===== src/rtl/alu_pkg.sv =====
// rtl/alu_pkg.sv - shared aluop and FSM state encodings for the bit-serial ALU
package alu_pkg;

  localparam logic [2:0] ALUOP_AND = 3'b000;
  localparam logic [2:0] ALUOP_OR  = 3'b001;
  localparam logic [2:0] ALUOP_ADD = 3'b010;
  localparam logic [2:0] ALUOP_NOR = 3'b100;
  localparam logic [2:0] ALUOP_SUB = 3'b110;
  localparam logic [2:0] ALUOP_SLT = 3'b111;

  localparam logic [1:0] ST_IDLE = 2'd0;
  localparam logic [1:0] ST_RUN  = 2'd1;
  localparam logic [1:0] ST_DONE = 2'd2;

  function automatic logic is_addsub(input logic [2:0] op);
    return (op == ALUOP_ADD) || (op == ALUOP_SUB);
  endfunction

endpackage


===== src/rtl/serial_alu_bit.sv =====
// rtl/serial_alu_bit.sv - one-bit ALU slice; SERIAL_ALU_NOR_EN enables the NOR opcode
module serial_alu_bit
  import alu_pkg::*;
(
  input  logic       ai,
  input  logic       bi,
  input  logic       ci,
  input  logic       binv,
  input  logic [2:0] op,
  output logic       ri,
  output logic       co
);

  logic bb;
  logic sum;

  assign bb  = bi ^ binv;
  assign sum = ai ^ bb ^ ci;
  assign co  = (ai & bb) | (ai & ci) | (bb & ci);

  always_comb begin
    ri = 1'b0;
    case (op)
      ALUOP_AND: ri = ai & bi;
      ALUOP_OR:  ri = ai | bi;
      ALUOP_ADD,
      ALUOP_SUB,
      ALUOP_SLT: ri = sum;
`ifdef SERIAL_ALU_NOR_EN
      ALUOP_NOR: ri = ~(ai | bi);
`endif
      default:   ri = 1'b0;
    endcase
  end

endmodule


===== src/rtl/serial_alu.sv =====
// rtl/serial_alu.sv - bit-serial ALU, one bit per cycle LSB first, WIDTH+1 cycle latency
module serial_alu
  import alu_pkg::*;
#(
  parameter int WIDTH = 32
) (
  input  logic             clk,
  input  logic             reset,
  input  logic             start,
  input  logic [WIDTH-1:0] a,
  input  logic [WIDTH-1:0] b,
  input  logic [2:0]       aluop,
  output logic             busy,
  output logic             done,
  output logic [WIDTH-1:0] result,
  output logic             zero,
  output logic             overflow
);

  localparam int CW = (WIDTH > 2) ? $clog2(WIDTH) : 1;
  localparam logic [CW-1:0] CNT_LAST = CW'(WIDTH - 1);

  logic [1:0]       state;
  logic [WIDTH-1:0] a_r;
  logic [WIDTH-1:0] b_r;
  logic [2:0]       op_r;
  logic [CW-1:0]    cnt;
  logic             carry;
  logic [WIDTH-2:0] sr;

  logic             ri;
  logic             co;
  logic [WIDTH-1:0] sr_full;
  logic [WIDTH-1:0] final_res;
  logic             final_ov;
  logic             last_bit;

  serial_alu_bit u_bit (
    .ai   (a_r[cnt]),
    .bi   (b_r[cnt]),
    .ci   (carry),
    .binv (op_r[2]),
    .op   (op_r),
    .ri   (ri),
    .co   (co)
  );

  // The current bit completes the word on the last RUN cycle, so sr only needs WIDTH-1 bits.
  assign sr_full  = {ri, sr};
  assign last_bit = (cnt == CNT_LAST);

  // On the last cycle carry holds carry-in(MSB) and co is carry-out(MSB).
  always_comb begin
    final_res = sr_full;
    final_ov  = 1'b0;
    if (op_r == ALUOP_SLT)
      final_res = {{(WIDTH-1){1'b0}}, ri ^ carry ^ co};
    if (is_addsub(op_r))
      final_ov = carry ^ co;
  end

  assign busy = (state == ST_RUN);
  assign done = (state == ST_DONE);

  always_ff @(posedge clk or posedge reset) begin
    if (reset) begin
      state    <= ST_IDLE;
      a_r      <= '0;
      b_r      <= '0;
      op_r     <= ALUOP_AND;
      cnt      <= '0;
      carry    <= 1'b0;
      sr       <= '0;
      result   <= '0;
      zero     <= 1'b1;
      overflow <= 1'b0;
    end else begin
      case (state)
        ST_IDLE, ST_DONE: begin
          if (start) begin
            a_r   <= a;
            b_r   <= b;
            op_r  <= aluop;
            cnt   <= '0;
            carry <= aluop[2];
            state <= ST_RUN;
          end else begin
            state <= ST_IDLE;
          end
        end
        ST_RUN: begin
          carry <= co;
          sr    <= sr_full[WIDTH-1:1];
          if (last_bit) begin
            cnt      <= '0;
            result   <= final_res;
            zero     <= ~|final_res;
            overflow <= final_ov;
            state    <= ST_DONE;
          end else begin
            cnt <= cnt + CW'(1);
          end
        end
        default: state <= ST_IDLE;
      endcase
    end
  end

endmodule


===== config.mk =====
export PLATFORM = sky130hd
export DESIGN_NAME = serial_alu
export DESIGN_NICKNAME = d
export VERILOG_FILES = /design/src/rtl/alu_pkg.sv /design/src/rtl/serial_alu_bit.sv /design/src/rtl/serial_alu.sv
export SDC_FILE = /design/constraint.sdc
export NUM_CORES = 1
export LEC_CHECK = 0
export ABC_AREA = 1
export BUFFER_PORTS_ARGS = -buffer_cell sky130_fd_sc_hd__buf_2
export CAP_MARGIN = 15
export CORE_MARGIN = 2
export CORE_UTILIZATION = 61
export DETAILED_ROUTE_END_ITERATION = 16
export PLACE_DENSITY = 0.95
export SLEW_MARGIN = 20
export SYNTH_ARGS = -nofsm -noshare
export SYNTH_HDL_FRONTEND = slang
export SYNTH_SLANG_ARGS = --single-unit

===== constraint.sdc =====
create_clock -name clk -period 9.8 [get_ports clk]
set_input_delay 1.96 -clock clk [delete_from_list [all_inputs] [get_ports clk]]
set_output_delay 1.96 -clock clk [all_outputs]
set_load 0.01 [all_outputs]

; Yosys cells after proc, flatten, opt, wreduce, memory -nomap -nowiden
; Index checks and enable logic that the tools add are counted.
[word_totals]
input_bits = 70
regBits = 140
word_cells = 60
[classes]
reduce_logical = 11
n_lt_le_gt_ge = 1
muxes = 15
n_eq_ne = 9
bitwise = 13
add_sub_neg = 1
[op_table]
columns = op, count
row1 = 32-bit two-way mux, 1
row2 = 32-bit OR reduction, 1
row3 = 1-bit binary-select mux with 5-bit select, 2
row4 = 5-bit two-way mux, 2
row5 = 5-bit one-hot mux with 2 select lines, 1
row6 = 3-bit == test (second input constant), 2
row7 = 5-bit by 6-bit less-than comparator with 1-bit output (second input constant), 1
row8 = 2-bit AND reduction, 3
row9 = 1-bit bitwise XOR, 6
row10 = 5-bit by 1-bit adder with 5-bit output (second input constant), 1
row11 = 5-bit == test (second input constant), 1
row12 = 1-bit two-way mux, 5
row13 = 1-bit bitwise AND, 4
row14 = 2-bit one-hot mux with 2 select lines, 1
row15 = 3-bit by 1-bit == test with 1-bit output (second input constant), 1
row16 = 3-bit by 2-bit == test with 1-bit output (second input constant), 1
row17 = 3-bit logical NOT, 1
row18 = 1-bit OR, 3
row19 = 1-bit one-hot mux with 3 select lines, 1
row20 = 3-bit OR reduction, 1
row21 = 2-bit by 1-bit == test with 1-bit output (second input constant), 1
row22 = 2-bit == test (second input constant), 1
row23 = 2-bit logical NOT, 1
row24 = 2-bit two-way mux, 1
row25 = other kinds (7), 7

; Logic depth before layout (Yosys ltp)
[depth]
word_depth = 11
depth_mapped = 18
depth_no_buf = 17

; Cells and area by module
; A second synthesis with hierarchy kept.
[unflattened]
cells_unflattened = 804
hier_area_um2 = 6376.1
[modules_own_cells]
columns = mod, area_per_inst_um2, cells_per_inst, instances, seq_area_each_um2
row1 = serial_alu, 6299.8, 790, 1, 3504.6
row2 = serial_alu_bit, 76.3, 14, 1, 0.0

; Least setup slack after synthesis
; Ideal clock, no wire load.
[synth_path]
path_kind = input to register
start = in start
end = reg b_r[0]
setup_ps = 133
path_stages = 5
t_arrival_ps = 2759
n_path_buf = 2
path_slack_ps = 6909
cell_sequence = nand2_1 -> inv_2 -> clkbuf_1 -> clkbuf_1 -> o21ai_0
[synth_via]
elab_chain_len = 1
[synth_lines]
columns = item, line
row1 = from (decl), serial_alu.sv:9  ; input logic start,
row2 = 2-bit AND reduction (no source line), --
row3 = to (signal assigned), serial_alu.sv:69  ; b_r <= '0;
row4 = to (signal assigned), serial_alu.sv:82  ; b_r <= b;
row5 = to (decl), serial_alu.sv:25  ; logic [WIDTH-1:0] b_r;
; Every way passes these cells.
; A chain may end at the register's enable or synchronous reset.

; Worst setup path in the final report
[layout_path]
start = reg cnt[0]
end = reg result[0]
[layout_via]
elab_chain_len = 9
elab_cells_between_ends = 20
cone_classes = eq/ne: 1 / mux: 6 / bitwise: 12 / reduce/logical: 1
[layout_lines]
columns = item, line
row1 = from (decl), serial_alu.sv:27  ; logic [CW-1:0] cnt;
row2 = from (signal assigned), serial_alu.sv:101  ; cnt <= cnt + CW'(1);
row3 = 1-bit binary-select mux with 5-bit select, serial_alu.sv:40  ; .bi (b_r[cnt]),
row4 = 1-bit two-way mux (not written as such), serial_alu.sv:40
row5 = 1-bit bitwise XOR, serial_alu_bit.sv:17  ; assign bb = bi ^ binv;
row6 = 1-bit bitwise XOR (2 in a row), serial_alu_bit.sv:18  ; assign sum = ai ^ bb ^ ci;
row7 = 1-bit one-hot mux with 3 select lines, serial_alu_bit.sv:23  ; case (op)
row8 = 1-bit bitwise XOR (2 in a row), serial_alu.sv:57  ; final_res = {{(WIDTH-1){1'b0}}, ri ^ carry ^ co};
row9 = 32-bit two-way mux, serial_alu.sv:56  ; if (op_r == ALUOP_SLT)
row10 = to (signal assigned), serial_alu.sv:96  ; result <= final_res;
row11 = to (decl), serial_alu.sv:15  ; output logic [WIDTH-1:0] result,
; Several ways; a longest one is shown, not always the timed one. The select of a mux whose other input is x is not followed.

==> impl_metrics.yaml <==
sta:
  hold_viol_final: 0
  timing.final.crit_period_ps: 3730
  rsz0062_at_grt: "no"
  final-setup-viol-count: 0
  finalSetupTns_ps: 0
  setup_slack_ps: 6070
  fmax_ghz: 0.268
  max_slew_margin_pct: 35.1
  clock-skew-final_ps: 12.6
  worst_slew_pin_slew_ps: 972
  finalCritPeriodShare_pct: 38.0
  slew_violations: 0
power:
  pwr-share-seq_pct: 37.4
  power_density_mw_per_mm2: 341
  power.share.clock_pct: 25.3
  pwr-share-comb_pct: 37.3
  p_leak_nw: 3.75
  total_switching_power_mw: 1.02
  netSwitchingFraction_pct: 40.2
  vdd_drop_max_v: 0.000146
  intPower_mw: 1.51
worst_setup_path:
  reg2reg_slack_ps: 6070
  worstSetupStartpointType: "register"
  cp_data_arrival_time_ps: 4140
  crit_path_end_kind: "register"
  rr_worst_depth: 14
  r2r-start: "cnt[0]"
  worst-path-max-fanout: 39
  rr_endpoint: "result[0]"
  required_ps: 10210
  critPathKind: "reg -> reg"
  critPathLaunch: "cnt[0]"
  crit_end: "result[0]"
floorplanning:
  start_util_pct: 62.1
  coreArea_mm2: 0.0102
  die_h_um: 106
  io_pins: 106
  num_rows: 37
  die_area_mm2: 0.0112
  die_w_um: 106
detailed_routing:
  drc: 0
  routed_wl_um: 14700
  via_count: 5353
  postRouteAntennaNets: 0
  drt_first_pass_iters: 5
  routedWlPerCell_um: 14.9
  drt_iter0_drc: 470
  routed_via_density: 5.43
placed_design:
  numPortBuffers: 105
  gp_congestion: 0.798
  place_ws_ps: 5880
  placed_area_mm2: 0.00683
  dp_hpwl_um: 9120
  dp_cells: 953
clock_tree:
  cts.sinks: 140
  tritoncts: "built"
  cts-buffers-inserted: 17
  clock_latency_ps: 530
  cts_resized: 0
  cts_setup_buffers: 0
  clock_path_buffers: 2
  cts-htree-levels: 4
  postCtsHoldBufs: 0
  clk_pin_slew_worst_paths_ps: 60
  root_buffer: "clkbuf_8"
cells_and_area:
  fill_cells: 733
  drive_gt1_share_pct: 18.6
  final_cell_mix: "nand2_1, dfrtp_1, o21ai_0, buf_2, inv_1"
  syn2layout_area_growth_pct: 17.2
  diodes: 0
  nets: 909
  layout_commonest_cell: "nand2_1"
  final_core_util_pct: 72.8
  stdcell_area_mm2: 0.00741
  final_cell_count_no_fill: 985
synth:
  yosysWarningCount: 0
  syn-cell-area_mm2: 0.00632
  postSynthCellCount: 750
  syn-num-nets: 823
  synth_seq_cells: 140
  ys_seq_area_share_pct: 55.4
  synth-edff-count: 0
  avgSynthCellArea_um2: 8.43
  synth_cell_types: 37
  synth_ff_type: "dfrtp_1"
  async_flop_share_pct: 100
global_routing:
  track_usage_pct: 27.4
  grt_pass1_vias: 5010
  grt-ovfl-total: 0
  grt_max_degree: 80
  grt_pass1_wl_um: 24000
  antenna_found_initial: 0
min_path:
  hold_path.class: "reg -> reg"
status:
  status: "finished, final reports clean"
run:
  drv_cap: 0
per-stage QoR:
| stage | hold WS [ps] | total power, mW |
|---|---|---|
| after detailed placement | 460 | 1.86 |
| after global routing | 480 | 2.71 |
| after global placement | 458 | 1.81 |
| final | 472 | 2.53 |
| after CTS | 471 | 2.52 |
| after floorplan | 441 | 1.65 |
synthesized netlist by cell type, types with 3 or more instances:
library cell  count  share of area (%)
nand2_1         238                 14
buf_2             5               0.40
or2_1             3               0.30
inv_1            91                5.4
o21ai_0         105                8.3
buf_1             4               0.24
inv_2             5               0.30
nand4_1           3               0.30
o31ai_1          18                2.1
nand2_2           4               0.40
nor2_1            7               0.42
dfrtp_1         139                 55
clkbuf_1         24                1.4
buf_6             6                1.1
nor3_1            3               0.24
nand3_1          64                5.1
a41oi_1           4               0.55
worst max-delay path, stage by stage (launching register included):
cell and delay, ps:
dfrtp_2 820, inv_1 650, o211ai_1 390, nand3_1 150, nand3_1 110, nand3_1 110, nand2_2 120, inv_2 60
fa_1 440, xnor2_1 280, nand4_1 130, nand2_1 100, nand2_1 80, nand3_1 110, nand2_1 60
cells by family after synthesis:
family / synth area share [%]
buffers and inverters: 9.34
flip-flops: 55.4
XOR/XNOR: 0.554
AO/OA/AOI/OAI: 12.1
AND/OR/NAND/NOR: 21.8
adder cells (fa/ha/maj): 0.712
sequential cells by signal, summed over array words and instances, names as in the netlist:
register  count
overflow      1
state         2
op_r          3
carry         1
result       32
zero          1
sr           31
b_r          32
a_r          32
cnt           5
how the worst min path moves through the flow:
| stage | startpoint | cells after the start | slack, ps | end |
|---|---|---|---|---|
| after floorplan | a_r[12] | 2 | 440 | a_r[12] |
| after global placement | zero | 2 | 460 | zero |
| after detailed placement | zero | 2 | 460 | zero |
| after CTS | zero | 2 | 470 | zero |
| after global routing | zero | 2 | 480 | zero |
| final | zero | 2 | 470 | zero |
power groups by stage:
stage / Sequential, mW / Clock [mW] / Combinational [mW]
5_1_grt: 0.968 / 0.671 / 1.07
4_1_cts: 0.942 / 0.642 / 0.938
3_3_place_gp: 0.936 / 0 / 0.876
2_1_floorplan: 0.913 / 0 / 0.733
3_5_place_dp: 0.948 / 0 / 0.910
6_report: 0.945 / 0.639 / 0.943
layout make-up:
| type | count | area (µm²) | share of cell area, % |
|---|---|---|---|
| Clock buffer | 19 | 422 | 5.69 |
| Clock inverter | 13 | 163 | 2.19 |
| Inverter | 98 | 375 | 5.06 |
| Multi-Input combinational cell | 471 | 2230 | 30.1 |
| Sequential cell | 140 | 3510 | 47.3 |
| Tap cell | 136 | 170 | 2.30 |
| Timing Repair Buffer | 108 | 548 | 7.39 |
layer usage:
metal | wire [µm] | global-route usage [%] | vias to the layer above
li1 | - | - | 2564
met1 | 6320 | 38.2 | 2550
met2 | 7030 | 42.5 | 208
met3 | 949 | 6.62 | 31
met4 | 375 | 9.12 | 0
met5 | 0 | 0 | -
Note: power is estimated with default switching activity, not from simulation.
